===== src/rtl/diff_ping_sched_if.sv =====
// diff_ping_sched_if
//   Bundles the control, channel-event and status signals of the ping
//   scheduler. clk/rst stay outside as plain ports on the scheduler.
//
//   Handshake semantics: there is no valid/ready pair on this block.
//   ack_event_i[k] and sigint_i[k] are single-cycle event strobes from the
//   channel's diff decoder, sampled on every rising clock edge. They only
//   have an effect while the scheduler is waiting for channel k to answer.
//   A ping is the level change of ping_o[k]; it carries no strobe.
//
//   Modports:
//     master : the controller side (drives enables, timing, events, clears)
//     slave  : the scheduler itself
//
//   Signals:
//     en_i          scheduler enable
//     ch_en_i       per-channel ping enable
//     wait_cyc_i    idle gap between pings
//     timeout_cyc_i ack window length
//     ack_event_i   decoder event per channel
//     sigint_i      decoder signal-integrity error per channel
//     clear_i       clear sticky fail bits
//     ping_o        ping level per channel
//     busy_o        scheduler is pinging or waiting for an ack
//     cur_ch_o      channel last selected
//     fail_pulse_o  one-cycle pulse on any failure
//     fail_o        sticky per-channel fail
//     fail_sigint_o cause of last failure (1 = sigint, 0 = timeout)
//     dbg_state_o   current FSM state (0 IDLE, 1 WAIT, 2 PING, 3 ACK)
interface diff_ping_sched_if #(
    parameter int NumCh  = 4,
    parameter int TimerW = 16
);
    localparam int ChW = $clog2(NumCh);

    logic              en_i;
    logic [NumCh-1:0]  ch_en_i;
    logic [TimerW-1:0] wait_cyc_i;
    logic [TimerW-1:0] timeout_cyc_i;
    logic [NumCh-1:0]  ack_event_i;
    logic [NumCh-1:0]  sigint_i;
    logic [NumCh-1:0]  clear_i;

    logic [NumCh-1:0]  ping_o;
    logic              busy_o;
    logic [ChW-1:0]    cur_ch_o;
    logic              fail_pulse_o;
    logic [NumCh-1:0]  fail_o;
    logic              fail_sigint_o;
    logic [1:0]        dbg_state_o;

    modport master (
        output en_i, ch_en_i, wait_cyc_i, timeout_cyc_i,
        output ack_event_i, sigint_i, clear_i,
        input  ping_o, busy_o, cur_ch_o, fail_pulse_o, fail_o, fail_sigint_o,
        input  dbg_state_o
    );

    modport slave (
        input  en_i, ch_en_i, wait_cyc_i, timeout_cyc_i,
        input  ack_event_i, sigint_i, clear_i,
        output ping_o, busy_o, cur_ch_o, fail_pulse_o, fail_o, fail_sigint_o,
        output dbg_state_o
    );
endinterface


===== src/rtl/diff_ping_sched.sv =====
// diff_ping_sched
//   Round-robin ping scheduler for NumCh differentially encoded alert/ack
//   channels. Each selected channel gets its ping level toggled, then the
//   scheduler waits for that channel's decoder to report an ack event. A
//   missing ack (timeout) or a signal-integrity error during the window marks
//   the channel as failed (sticky) and raises a one-cycle failure pulse.
//
//   Ports:
//     clk_i  clock
//     rst_i  synchronous reset, active-high
//     bus    diff_ping_sched_if.slave (see the interface file for signals)
//
//   The NumCh/TimerW parameters must match those of the connected interface.
module diff_ping_sched #(
    parameter int NumCh  = 4,
    parameter int TimerW = 16
) (
    input  logic                  clk_i,
    input  logic                  rst_i,
    diff_ping_sched_if.slave      bus
);
    localparam int ChW = $clog2(NumCh);

    typedef enum logic [1:0] {
        S_IDLE = 2'd0,
        S_WAIT = 2'd1,
        S_PING = 2'd2,
        S_ACK  = 2'd3
    } state_e;

    state_e            state_q, state_d;
    logic [TimerW-1:0] cnt_q, cnt_d;
    logic [ChW-1:0]    last_ch_q, last_ch_d;
    logic [ChW-1:0]    cur_ch_q, cur_ch_d;
    logic [NumCh-1:0]  ping_q, ping_d;
    logic [NumCh-1:0]  fail_q, fail_d;
    logic              fail_pulse_q, fail_pulse_d;
    logic              fail_sigint_q, fail_sigint_d;

    logic [NumCh-1:0]  fail_set;
    logic              do_fail;
    logic              fail_cause;

    // Next channel: lowest enabled index strictly above last_ch, wrapping.
    // Scanning offsets from largest to smallest lets the smallest offset win.
    // Offset NumCh lands back on last_ch, so a single enabled channel is
    // pinged repeatedly.
    logic              nxt_found;
    logic [ChW-1:0]    nxt_ch;
    int                cand;

    always_comb begin
        nxt_found = 1'b0;
        nxt_ch    = '0;
        cand      = 0;
        for (int off = NumCh; off >= 1; off--) begin
            cand = (int'(last_ch_q) + off) % NumCh;
            if (bus.ch_en_i[ChW'(cand)]) begin
                nxt_found = 1'b1;
                nxt_ch    = ChW'(cand);
            end
        end
    end

    always_ff @(posedge clk_i) begin
        if (rst_i) begin
            state_q       <= S_IDLE;
            cnt_q         <= '0;
            last_ch_q     <= ChW'(NumCh - 1);
            cur_ch_q      <= '0;
            ping_q        <= '0;
            fail_q        <= '0;
            fail_pulse_q  <= 1'b0;
            fail_sigint_q <= 1'b0;
        end else begin
            state_q       <= state_d;
            cnt_q         <= cnt_d;
            last_ch_q     <= last_ch_d;
            cur_ch_q      <= cur_ch_d;
            ping_q        <= ping_d;
            fail_q        <= fail_d;
            fail_pulse_q  <= fail_pulse_d;
            fail_sigint_q <= fail_sigint_d;
        end
    end

    always_comb begin
        state_d       = state_q;
        cnt_d         = cnt_q;
        last_ch_d     = last_ch_q;
        cur_ch_d      = cur_ch_q;
        ping_d        = ping_q;
        fail_pulse_d  = 1'b0;
        fail_sigint_d = fail_sigint_q;
        fail_set      = '0;
        do_fail       = 1'b0;
        fail_cause    = 1'b0;

        if (!bus.en_i) begin
            // Disabling aborts any ping in flight without flagging it.
            state_d = S_IDLE;
        end else begin
            case (state_q)
                S_IDLE: begin
                    if (|bus.ch_en_i) begin
                        state_d = S_WAIT;
                        cnt_d   = bus.wait_cyc_i;
                    end
                end
                S_WAIT: begin
                    if (cnt_q != '0) begin
                        cnt_d = cnt_q - TimerW'(1);
                    end else if (nxt_found) begin
                        state_d   = S_PING;
                        cur_ch_d  = nxt_ch;
                        last_ch_d = nxt_ch;
                    end else begin
                        state_d = S_IDLE;
                    end
                end
                S_PING: begin
                    ping_d[cur_ch_q] = ~ping_q[cur_ch_q];
                    cnt_d            = bus.timeout_cyc_i;
                    state_d          = S_ACK;
                end
                S_ACK: begin
                    // sigint beats ack beats timeout; an ack in the last
                    // window cycle (cnt==0) still counts as a success.
                    if (bus.sigint_i[cur_ch_q]) begin
                        do_fail    = 1'b1;
                        fail_cause = 1'b1;
                    end else if (bus.ack_event_i[cur_ch_q]) begin
                        cnt_d   = bus.wait_cyc_i;
                        state_d = S_WAIT;
                    end else if (cnt_q == '0) begin
                        do_fail    = 1'b1;
                        fail_cause = 1'b0;
                    end else begin
                        cnt_d = cnt_q - TimerW'(1);
                    end
                end
                default: state_d = S_IDLE;
            endcase
        end

        if (do_fail) begin
            fail_pulse_d       = 1'b1;
            fail_set[cur_ch_q] = 1'b1;
            fail_sigint_d      = fail_cause;
            cnt_d              = bus.wait_cyc_i;
            state_d            = S_WAIT;
        end

        // A failure landing in the same cycle as its clear stays set.
        fail_d = (fail_q & ~bus.clear_i) | fail_set;
    end

    assign bus.ping_o        = ping_q;
    assign bus.busy_o        = (state_q == S_PING) || (state_q == S_ACK);
    assign bus.cur_ch_o      = cur_ch_q;
    assign bus.fail_pulse_o  = fail_pulse_q;
    assign bus.fail_o        = fail_q;
    assign bus.fail_sigint_o = fail_sigint_q;
    assign bus.dbg_state_o   = state_q;

endmodule


===== src/flat_wrapper.sv =====
// flat-port wrapper written by rule: the top's interface ports become plain ports
module diff_ping_sched_flat 
#(
    parameter int NumCh  = 4,
    parameter int TimerW = 16
)
  (clk_i, rst_i, bus_en_i, bus_ch_en_i, bus_wait_cyc_i, bus_timeout_cyc_i, bus_ack_event_i, bus_sigint_i, bus_clear_i, bus_ping_o, bus_busy_o, bus_cur_ch_o, bus_fail_pulse_o, bus_fail_o, bus_fail_sigint_o, bus_dbg_state_o);
  diff_ping_sched_if #(.NumCh(NumCh), .TimerW(TimerW)) bus_i ();
  input  logic clk_i;
  input  logic rst_i;
  input wire logic [$bits(bus_i.en_i)-1:0] bus_en_i;
  input wire logic [$bits(bus_i.ch_en_i)-1:0] bus_ch_en_i;
  input wire logic [$bits(bus_i.wait_cyc_i)-1:0] bus_wait_cyc_i;
  input wire logic [$bits(bus_i.timeout_cyc_i)-1:0] bus_timeout_cyc_i;
  input wire logic [$bits(bus_i.ack_event_i)-1:0] bus_ack_event_i;
  input wire logic [$bits(bus_i.sigint_i)-1:0] bus_sigint_i;
  input wire logic [$bits(bus_i.clear_i)-1:0] bus_clear_i;
  output wire logic [$bits(bus_i.ping_o)-1:0] bus_ping_o;
  output wire logic [$bits(bus_i.busy_o)-1:0] bus_busy_o;
  output wire logic [$bits(bus_i.cur_ch_o)-1:0] bus_cur_ch_o;
  output wire logic [$bits(bus_i.fail_pulse_o)-1:0] bus_fail_pulse_o;
  output wire logic [$bits(bus_i.fail_o)-1:0] bus_fail_o;
  output wire logic [$bits(bus_i.fail_sigint_o)-1:0] bus_fail_sigint_o;
  output wire logic [$bits(bus_i.dbg_state_o)-1:0] bus_dbg_state_o;
  assign bus_i.en_i = bus_en_i;
  assign bus_i.ch_en_i = bus_ch_en_i;
  assign bus_i.wait_cyc_i = bus_wait_cyc_i;
  assign bus_i.timeout_cyc_i = bus_timeout_cyc_i;
  assign bus_i.ack_event_i = bus_ack_event_i;
  assign bus_i.sigint_i = bus_sigint_i;
  assign bus_i.clear_i = bus_clear_i;
  assign bus_ping_o = bus_i.ping_o;
  assign bus_busy_o = bus_i.busy_o;
  assign bus_cur_ch_o = bus_i.cur_ch_o;
  assign bus_fail_pulse_o = bus_i.fail_pulse_o;
  assign bus_fail_o = bus_i.fail_o;
  assign bus_fail_sigint_o = bus_i.fail_sigint_o;
  assign bus_dbg_state_o = bus_i.dbg_state_o;
  diff_ping_sched #(.NumCh(NumCh), .TimerW(TimerW)) u_core (.clk_i(clk_i), .rst_i(rst_i), .bus(bus_i));
endmodule

===== config.mk =====
export PLATFORM = sky130hd
export DESIGN_NAME = diff_ping_sched_flat
export DESIGN_NICKNAME = d
export VERILOG_FILES = /design/src/rtl/diff_ping_sched_if.sv /design/src/rtl/diff_ping_sched.sv /design/src/flat_wrapper.sv
export SDC_FILE = /design/constraint.sdc
export NUM_CORES = 1
export LEC_CHECK = 0
export CORE_ASPECT_RATIO = 0.6
export CORE_UTILIZATION = 49
export CTS_CLUSTER_DIAMETER = 200
export DETAILED_ROUTE_END_ITERATION = 6
export PLACE_DENSITY_LB_ADDON = 0.3
export SKIP_CTS_REPAIR_TIMING = 1
export SLEW_MARGIN = 20
export SYNTH_ARGS = -nofsm -noshare
export SYNTH_HDL_FRONTEND = slang
export SYNTH_SLANG_ARGS = --single-unit

===== constraint.sdc =====
create_clock -name clk_i -period 2.95 [get_ports clk_i]
set_input_delay 0.295 -clock clk_i [delete_from_list [all_inputs] [get_ports clk_i]]
set_output_delay 0.295 -clock clk_i [all_outputs]
set_load 0.005 [all_outputs]

==> results_tabular.tex, run 1 <==
\begin{tabular}{lr}
\hline
Metric & Value \\
\hline
\multicolumn{2}{l}{\textbf{STA}} \\
Number of pins exceeding their max-slew limit in the final report & 0 \\
Peak clock frequency supported by timing & 0.365 GHz \\
Worst clock skew on the final layout & 0.00961 ns \\
Min Clock Period, post-route & 2.74 ns \\
Crit share post-route & 92.9\% \\
Worst slew slack as a fraction of its limit & 39.3\% \\
Worst Setup Slack, final & 0.209 ns \\
Transition at the pin with the smallest max-transition slack & 0.908 ns \\
Final setup violation count & 0 \\
Final total negative setup slack & 0 ns \\
Worst hold slack across all endpoints & 0.469 ns \\
Final-report hold violation count & 0 \\
Setup repair after global routing missed its margin & no \\
\multicolumn{2}{l}{\textbf{Synthesis}} \\
Cell type contributing the most total cell area after synthesis & sky130\_fd\_sc\_hd\_\_dfxtp\_1 \\
Main area contributors after synthesis & sky130\_fd\_sc\_hd\_\_dfxtp\_1 26\%, sky130\_fd\_sc\_hd\_\_o21ai\_0 7.1\%, sky130\_fd\_sc\_hd\_\_a311oi\_2 6.7\%, sky130\_fd\_sc\_hd\_\_nor3\_1 3.8\%, sky130\_fd\_sc\_hd\_\_and2\_1 3.5\% \\
Distinct cell type count after synthesis & 60 \\
Primary FF master, synth & sky130\_fd\_sc\_hd\_\_dfxtp\_1 \\
Yosys top cell area share & 25.8\% \\
Number of nets produced by synthesis & 356 \\
Syn Std Cell Area & 2480 um2 \\
Synthesis-stage register bit count & 32 \\
Share of async-settable or async-resettable flops after synthesis & 0\% \\
Post-Syn Area per Cell & 8.32 um2 \\
Number of synthesized flops with an enable pin & 0 \\
Mapped Cells & 298 \\
Sequential-to-total area share from yosys stat & 25.8\% \\
Count of yosys warnings during synthesis & 0 \\
\multicolumn{2}{l}{\textbf{Floorplan}} \\
Total Die Area & 5360 um2 \\
Die boundary height & 57.1 um \\
DIE WIDTH & 93.8 um \\
Initial standard-cell utilization of the core & 52.7\% \\
Core Rows & 19 \\
I/O Pins & 66 \\
Core area & 4710 um2 \\
\multicolumn{2}{l}{\textbf{Placement}} \\
Pre-CTS setup slack & 0.0435 ns \\
Number of placed instances with taps included & 411 \\
Placer Congestion & 0.874 \\
Post-detailed-placement half-perimeter wirelength & 5070 um \\
Port bufs & 65 \\
\multicolumn{2}{l}{\textbf{Worst setup path}} \\
Cell depth of the worst flop-to-flop path & 7 \\
Type of element launching the critical path & input port \\
Worst flop-to-flop path startpoint & u\_core.bus.dbg\_state\_o[1]\$\_SDFFE\_PP0P\_ \\
Category of the critical setup timing path & in2reg \\
Endpoint of the worst register-to-register path & u\_core.cnt\_q[13]\$\_SDFFE\_PP0P\_ \\
Maximum net fanout on the critical path & 17 \\
Endpoint type of the worst setup path & register \\
Critical path data required time & 3.12 ns \\
Crit path DAT & 2.91 ns \\
Slack of the worst reg-to-reg path & 0.31 ns \\
\multicolumn{2}{l}{\textbf{Drt}} \\
Drt wl/cell & 16.4 um \\
Pre-antenna DRT Iters & 5 \\
Total wirelength of the detailed-routed design & 6880 um \\
Remaining design rule violation count & 0 \\
Vias per std cell & 6.11 \\
Post-DRT Antenna Nets & 0 \\
Number of vias after detailed routing & 2558 \\
Violation count after the first detailed-route iteration & 217 \\
\multicolumn{2}{l}{\textbf{Status}} \\
Result of the run & finished clean \\
\multicolumn{2}{l}{\textbf{Global route}} \\
Pin count of the biggest net entering global routing & 20 \\
Total global routing track utilization & 26.1\% \\
Via count of the first global-routing pass & 2213 \\
GRT overflow & 0 \\
Number of antenna violations at the first check in global routing & 0 \\
Global-route wire length before repair & 10800 um \\
\multicolumn{2}{l}{\textbf{Power}} \\
IR Drop Worst-Case VDD & 0.209 mV \\
Clock share of power & 30.6\% \\
Power per Cell Area & 353 nW/um2 \\
Switching fraction of total power & 29.6\% \\
Leakage component of the power & 1.12 nW \\
Internal power of the cells & 796 uW \\
Reg power frac & 43.2\% \\
Combinational group share of total power & 26.1\% \\
Total net switching power & 335 uW \\
\multicolumn{2}{l}{\textbf{Clock network}} \\
Insertion delay to the later sink of the worst-skew pair & 0.28 ns \\
Reg clk slew, reported paths & 0.06 ns \\
Clock root buffer & sky130\_fd\_sc\_hd\_\_clkbuf\_8 \\
Number of clock buffers inserted by TritonCTS & 5 \\
Clock net sink count & 32 \\
Clock Path Buffers & 2 \\
CTS tree & yes \\
\# H-tree levels & 2 \\
\multicolumn{2}{l}{\textbf{Worst hold path}} \\
Class of the worst hold path & reg2reg \\
Hold Path Sink & u\_core.bus.fail\_o[3]\$\_SDFF\_PP0\_ \\
Min-Delay Path Depth & 2 \\
Hold wc startpoint & u\_core.bus.fail\_o[3]\$\_SDFF\_PP0\_ \\
\multicolumn{2}{l}{\textbf{Cells and area}} \\
Number of diodes & 0 \\
Net total in the final layout & 413 \\
Final cell utilization of the core & 68.1\% \\
Share of cells above drive strength 1 & 11.8\% \\
Final instance count without filler cells & 419 \\
Post-synthesis to final-layout area growth & 29.3\% \\
\multicolumn{2}{l}{\textbf{Run}} \\
Max-cap violation count & 0 \\
\hline
\end{tabular}
-- worst max path at each step --
| stage | start | cells past startpoint | end |
|---|---|---|---|
| CTS | bus_ch_en_i[1] | 6 | u_core.cnt_q[13]$_SDFFE_PP0P_ |
| floorplan | u_core.cnt_q[0]$_SDFFE_PP0P_ | 7 | u_core.cnt_q[6]$_SDFFE_PP0P_ |
| detailed placement | bus_ch_en_i[1] | 6 | u_core.cnt_q[10]$_SDFFE_PP0P_ |
| finish | bus_ch_en_i[1] | 6 | u_core.cnt_q[13]$_SDFFE_PP0P_ |
| global route | bus_ch_en_i[1] | 6 | u_core.cnt_q[13]$_SDFFE_PP0P_ |
| global placement | bus_ch_en_i[0] | 6 | u_core.cnt_q[10]$_SDFFE_PP0P_ |
-- sequential cells by signal (all words and copies together), names as in the netlist --
register	flops
u_core.cnt_q	16
u_core.bus.fail_o	4
u_core.bus.ping_o	4
u_core.bus.cur_ch_o	2
u_core.bus.dbg_state_o	2
u_core.last_ch_q	2
u_core.bus.fail_pulse_o	1
u_core.bus.fail_sigint_o	1
-- cell type report --
| type | instances | area, um2 |
|---|---|---|
| clock buffers | 8 | 90.1 |
| fillers | 394 | 1500 |
| inverters | 11 | 41.3 |
| multi-input cells | 233 | 1650 |
| flip-flops and latches | 32 | 641 |
| well taps | 63 | 78.8 |
| repair buffers | 72 | 703 |
-- cells in the mapped netlist (4+ instances only) --
| library cell | instances |
|---|---|
| sky130_fd_sc_hd__dfxtp_1 | 32 |
| sky130_fd_sc_hd__o211ai_1 | 4 |
| sky130_fd_sc_hd__nor3_1 | 19 |
| sky130_fd_sc_hd__o21ai_0 | 35 |
| sky130_fd_sc_hd__a311oi_2 | 11 |
| sky130_fd_sc_hd__inv_1 | 11 |
| sky130_fd_sc_hd__nand2_1 | 16 |
| sky130_fd_sc_hd__nand3_1 | 4 |
| sky130_fd_sc_hd__or4_1 | 4 |
| sky130_fd_sc_hd__buf_6 | 5 |
| sky130_fd_sc_hd__clkbuf_1 | 10 |
| sky130_fd_sc_hd__buf_2 | 5 |
| sky130_fd_sc_hd__mux2i_1 | 6 |
| sky130_fd_sc_hd__xnor2_1 | 4 |
| sky130_fd_sc_hd__o31ai_1 | 5 |
| sky130_fd_sc_hd__nor2_1 | 11 |
| sky130_fd_sc_hd__nor2b_1 | 5 |
| sky130_fd_sc_hd__nand2b_1 | 6 |
| sky130_fd_sc_hd__and2_1 | 14 |
| sky130_fd_sc_hd__ha_1 | 7 |
| sky130_fd_sc_hd__a311oi_1 | 5 |
| sky130_fd_sc_hd__a21oi_1 | 14 |
| sky130_fd_sc_hd__nand4_1 | 7 |
| sky130_fd_sc_hd__xor2_1 | 5 |
-- power groups by stage --
| stage | combinational (mW) | sequential, mW | clock [mW] |
|---|---|---|---|
| floorplan | 0.201 | 0.482 | 0 |
| detailed placement | 0.290 | 0.497 | 0 |
| global placement | 0.285 | 0.495 | 0 |
| finish | 0.295 | 0.489 | 0.347 |
| global route | 0.319 | 0.491 | 0.377 |
| CTS | 0.292 | 0.487 | 0.354 |
-- stage by stage --
step	total power, mW	cell area, um2
final	1.13	3210
after global placement	0.780	3120
after floorplan	0.683	2480
after global routing	1.19	3210
after CTS	1.13	3210
after detailed placement	0.787	3120
-- cells by family after synthesis --
family,count (synthesis),share of synthesized area (%)
compound gates,94,27.7
xor+xnor,9,3.18
flops,32,25.8
simple gates,116,29.4
buf+inv,33,7.57
mux,7,2.88
fa+ha+maj,7,3.53
-- layer usage --
| layer | GRT usage [%] | wire length [um] | part of all wire, % |
|---|---|---|---|
| met5 | 0 | 0 | 0 |
| met4 | 4.40 | 29 | 0.42 |
| met3 | 7.33 | 659 | 9.6 |
| met2 | 37.3 | 2790 | 41 |
| met1 | 39.1 | 3400 | 49 |
-- cells in the final DEF (no fill, tap or decap), types with 7 or more instances in the layout --
cell,netlist,routed
sky130_fd_sc_hd__nand4_1,7,7
sky130_fd_sc_hd__dfxtp_1,32,32
sky130_fd_sc_hd__inv_1,11,11
sky130_fd_sc_hd__buf_4,1,7
sky130_fd_sc_hd__a21oi_1,14,14
sky130_fd_sc_hd__nor2_1,11,11
sky130_fd_sc_hd__o21ai_0,35,35
sky130_fd_sc_hd__nand2_1,16,16
sky130_fd_sc_hd__and2_1,14,14
sky130_fd_sc_hd__nor3_1,19,19
sky130_fd_sc_hd__ha_1,7,7
sky130_fd_sc_hd__clkdlybuf4s50_1,0,65
sky130_fd_sc_hd__a311oi_2,11,11
-- critical path: stages --
cell and delay [ns]:
sky130_fd_sc_hd__clkdlybuf4s50_1 0.47, sky130_fd_sc_hd__nor4_1 0.64, sky130_fd_sc_hd__nand2_1 0.16, sky130_fd_sc_hd__a31o_2 0.39
sky130_fd_sc_hd__or2_1 0.57, sky130_fd_sc_hd__a311oi_1 0.37
Power figures use the tool's default switching activity.
==> inputs of run 2 (changes only) <==
--- a/config.mk
+++ b/config.mk
@@ -5,6 +5,7 @@
 export SDC_FILE = /design/constraint.sdc
 export NUM_CORES = 1
 export LEC_CHECK = 0
+export ABC_CLOCK_PERIOD_IN_PS = 2950
 export CORE_ASPECT_RATIO = 0.6
 export CORE_UTILIZATION = 49
 export CTS_CLUSTER_DIAMETER = 200
==> results of run 2 <==
No change in the layout: final DEF, timing and power equal those of run 1.
==> inputs of run 3 (changes only) <==
--- a/config.mk
+++ b/config.mk
@@ -6,11 +6,12 @@
 export NUM_CORES = 1
 export LEC_CHECK = 0
 export ABC_CLOCK_PERIOD_IN_PS = 2950
+export CAP_MARGIN = 25
 export CORE_ASPECT_RATIO = 0.6
 export CORE_UTILIZATION = 49
 export CTS_CLUSTER_DIAMETER = 200
 export DETAILED_ROUTE_END_ITERATION = 6
-export PLACE_DENSITY_LB_ADDON = 0.3
+export PLACE_DENSITY = 0.81
 export SKIP_CTS_REPAIR_TIMING = 1
 export SLEW_MARGIN = 20
 export SYNTH_ARGS = -nofsm -noshare
==> results_tabular.tex, run 3 (same netlist as run 1, synthesis figures left out) <==
\begin{tabular}{lr}
\hline
Metric & Value \\
\hline
\multicolumn{2}{l}{\textbf{Power}} \\
Internal power of the cells & 814 uW \\
Leakage component of the power & 1.13 nW \\
Switching fraction of total power & 29.5\% \\
Combinational group share of total power & 25.7\% \\
Total net switching power & 341 uW \\
Power per Cell Area & 360 nW/um2 \\
Reg power frac & 42.3\% \\
IR Drop Worst-Case VDD & 0.172 mV \\
Clock share of power & 32.0\% \\
\multicolumn{2}{l}{\textbf{Clock network}} \\
Clock Path Buffers & 2 \\
Reg clk slew, reported paths & 0.07 ns \\
Insertion delay to the later sink of the worst-skew pair & 0.28 ns \\
Clock root buffer & sky130\_fd\_sc\_hd\_\_clkbuf\_8 \\
\# H-tree levels & 2 \\
CTS tree & yes \\
Clock net sink count & 32 \\
Number of clock buffers inserted by TritonCTS & 5 \\
\multicolumn{2}{l}{\textbf{Cells and area}} \\
Area of all placed cells without fillers & 3210 um2 \\
Number of diodes & 0 \\
Share of cells above drive strength 1 & 12.1\% \\
Post-synthesis to final-layout area growth & 29.5\% \\
Most common cell after layout, fill and taps aside & sky130\_fd\_sc\_hd\_\_clkdlybuf4s50\_1 \\
Net total in the final layout & 413 \\
Flip-flop count of the largest register after layout & 16 \\
Largest reg by FF count & u\_core.cnt\_q \\
Commonest cells after routing, fill and taps aside & 65 x sky130\_fd\_sc\_hd\_\_clkdlybuf4s50\_1, 35 x sky130\_fd\_sc\_hd\_\_o21ai\_0, 32 x sky130\_fd\_sc\_hd\_\_dfxtp\_1 \\
\multicolumn{2}{l}{\textbf{Drt}} \\
Remaining design rule violation count & 0 \\
Violation count after the first detailed-route iteration & 181 \\
Total wirelength of the detailed-routed design & 6950 um \\
Pre-antenna DRT Iters & 4 \\
Post-DRT Antenna Nets & 0 \\
Vias per std cell & 6.14 \\
Drt wl/cell & 16.6 um \\
Number of vias after detailed routing & 2567 \\
\multicolumn{2}{l}{\textbf{Placement}} \\
Pre-CTS setup slack & 0.271 ns \\
Placer Congestion & 0.867 \\
Instance area at placement & 3120 um2 \\
Port bufs & 65 \\
Post-detailed-placement half-perimeter wirelength & 5140 um \\
\multicolumn{2}{l}{\textbf{Worst setup path}} \\
Crit. Startpoint & u\_core.bus.cur\_ch\_o[1]\$\_SDFFE\_PP0P\_ \\
Endpoint of the worst register-to-register path & u\_core.cnt\_q[12]\$\_SDFFE\_PP0P\_ \\
End point of the critical path & u\_core.cnt\_q[12]\$\_SDFFE\_PP0P\_ \\
Maximum single-stage delay on the critical path & 0.68 ns \\
Category of the critical setup timing path & reg2reg \\
Endpoint type of the worst setup path & register \\
Slack of the worst reg-to-reg path & 0.43 ns \\
Maximum net fanout on the critical path & 16 \\
Cell type of the slowest stage on the worst timing path & sky130\_fd\_sc\_hd\_\_or2\_1 \\
Type of element launching the critical path & register \\
Critical path data required time & 3.07 ns \\
Cell depth of the worst flop-to-flop path & 5 \\
Worst flop-to-flop path startpoint & u\_core.bus.cur\_ch\_o[1]\$\_SDFFE\_PP0P\_ \\
Instance count on the critical path & 5 \\
Cells traversed along the worst timing path & mux2i\_1 > a22oi\_1 > nor3b\_4 > or2\_1 > a311oi\_2 \\
Buf/Inv on CP & 0 \\
Cell class contributing the biggest share of worst-path delay & simple AND/OR/NAND/NOR gates \\
Crit path DAT & 2.64 ns \\
\multicolumn{2}{l}{\textbf{STA}} \\
Final-report hold violation count & 0 \\
Min Clock Period, post-route & 2.52 ns \\
Transition at the pin with the smallest max-transition slack & 0.839 ns \\
Worst slew slack as a fraction of its limit & 44.0\% \\
Number of pins exceeding their max-slew limit in the final report & 0 \\
Crit share post-route & 85.5\% \\
Worst Setup Slack, final & 0.427 ns \\
Final setup violation count & 0 \\
Worst clock skew on the final layout & 0.00701 ns \\
Final total negative setup slack & 0 ns \\
Peak clock frequency supported by timing & 0.396 GHz \\
Setup repair after global routing missed its margin & no \\
\multicolumn{2}{l}{\textbf{Floorplan}} \\
I/O Pins & 66 \\
DIE WIDTH & 93.8 um \\
Core Rows & 19 \\
Initial standard-cell utilization of the core & 52.7\% \\
Die boundary height & 57.1 um \\
Total Die Area & 5360 um2 \\
Core area & 4710 um2 \\
\multicolumn{2}{l}{\textbf{Run}} \\
Max-cap violation count & 0 \\
\multicolumn{2}{l}{\textbf{Status}} \\
Result of the run & finished clean \\
\multicolumn{2}{l}{\textbf{Worst hold path}} \\
Min-Delay Path Depth & 2 \\
Class of the worst hold path & reg2reg \\
\multicolumn{2}{l}{\textbf{Global route}} \\
GRT overflow & 0 \\
Number of antenna violations at the first check in global routing & 0 \\
Via count of the first global-routing pass & 2450 \\
Global-route wire length before repair & 11800 um \\
Total global routing track utilization & 28.3\% \\
Pin count of the biggest net entering global routing & 18 \\
\hline
\end{tabular}
## run 3: cell count changes in the layout (fill, tap and decap cells not counted)
cell                       previous run  this run
sky130_fd_sc_hd__clkbuf_1             2         0
sky130_fd_sc_hd__clkbuf_8             6         7
## run 3: area by class of cell
cell class                      count  area [um2]
Fill cell                         392        1500
Tap cell                           63        78.8
Inverter                           11        41.3
Clock buffer                        7        96.3
Sequential cell                    32         641
Multi-Input combinational cell    233        1650
Timing Repair Buffer               72         703
## run 3: through the flow
| stage | std cells | total power, mW | hold WS [ns] | util (%) |
|---|---|---|---|---|
| final | 418 | 1.15 | 0.485 | 68.2 |
| after CTS | 418 | 1.15 | 0.488 | 68.2 |
| after floorplan | 298 | 0.683 | 0.371 | - |
| after global placement | 411 | 0.779 | 0.461 | 66.2 |
| after detailed placement | 411 | 0.788 | 0.474 | 66.2 |
| after global routing | 418 | 1.21 | 0.510 | 68.2 |
## run 3: metal layers
layer	part of all wire [%]	global-route usage [%]
met5	0	0
met4	0.69	7.25
met3	7.2	4.93
met1	50	42.4
met2	42	41.9
## run 3: power by group through the flow
stage	Clock [mW]	Sequential [mW]	Combinational [mW]
after floorplan	0	0.482	0.201
after global placement	0	0.495	0.284
after detailed placement	0	0.496	0.292
after CTS	0.372	0.487	0.293
after global routing	0.396	0.491	0.325
final	0.369	0.488	0.297
## run 3: worst register-to-register path, stage by stage, from the launching register on
cell and delay, ns:
sky130_fd_sc_hd__dfxtp_1 0.62, sky130_fd_sc_hd__mux2i_1 0.38, sky130_fd_sc_hd__a22oi_1 0.23, sky130_fd_sc_hd__nor3b_4 0.23, sky130_fd_sc_hd__or2_1 0.68, sky130_fd_sc_hd__a311oi_2 0.22
## run 3: how the worst min path moves through the flow
| stage | to | from | slack (ns) |
|---|---|---|---|
| after detailed placement | u_core.bus.fail_o[2]$_SDFF_PP0_ | u_core.bus.fail_o[2]$_SDFF_PP0_ | 0.47 |
| final | u_core.bus.fail_sigint_o$_SDFFE_PP0N_ | u_core.bus.fail_sigint_o$_SDFFE_PP0N_ | 0.49 |
| after CTS | u_core.bus.fail_o[3]$_SDFF_PP0_ | u_core.bus.fail_o[3]$_SDFF_PP0_ | 0.49 |
| after global routing | u_core.bus.fail_o[3]$_SDFF_PP0_ | u_core.bus.fail_o[3]$_SDFF_PP0_ | 0.51 |
| after floorplan | u_core.bus.dbg_state_o[1]$_SDFFE_PP0P_ | rst_i | 0.37 |
| after global placement | u_core.bus.fail_o[3]$_SDFF_PP0_ | u_core.bus.fail_o[3]$_SDFF_PP0_ | 0.46 |
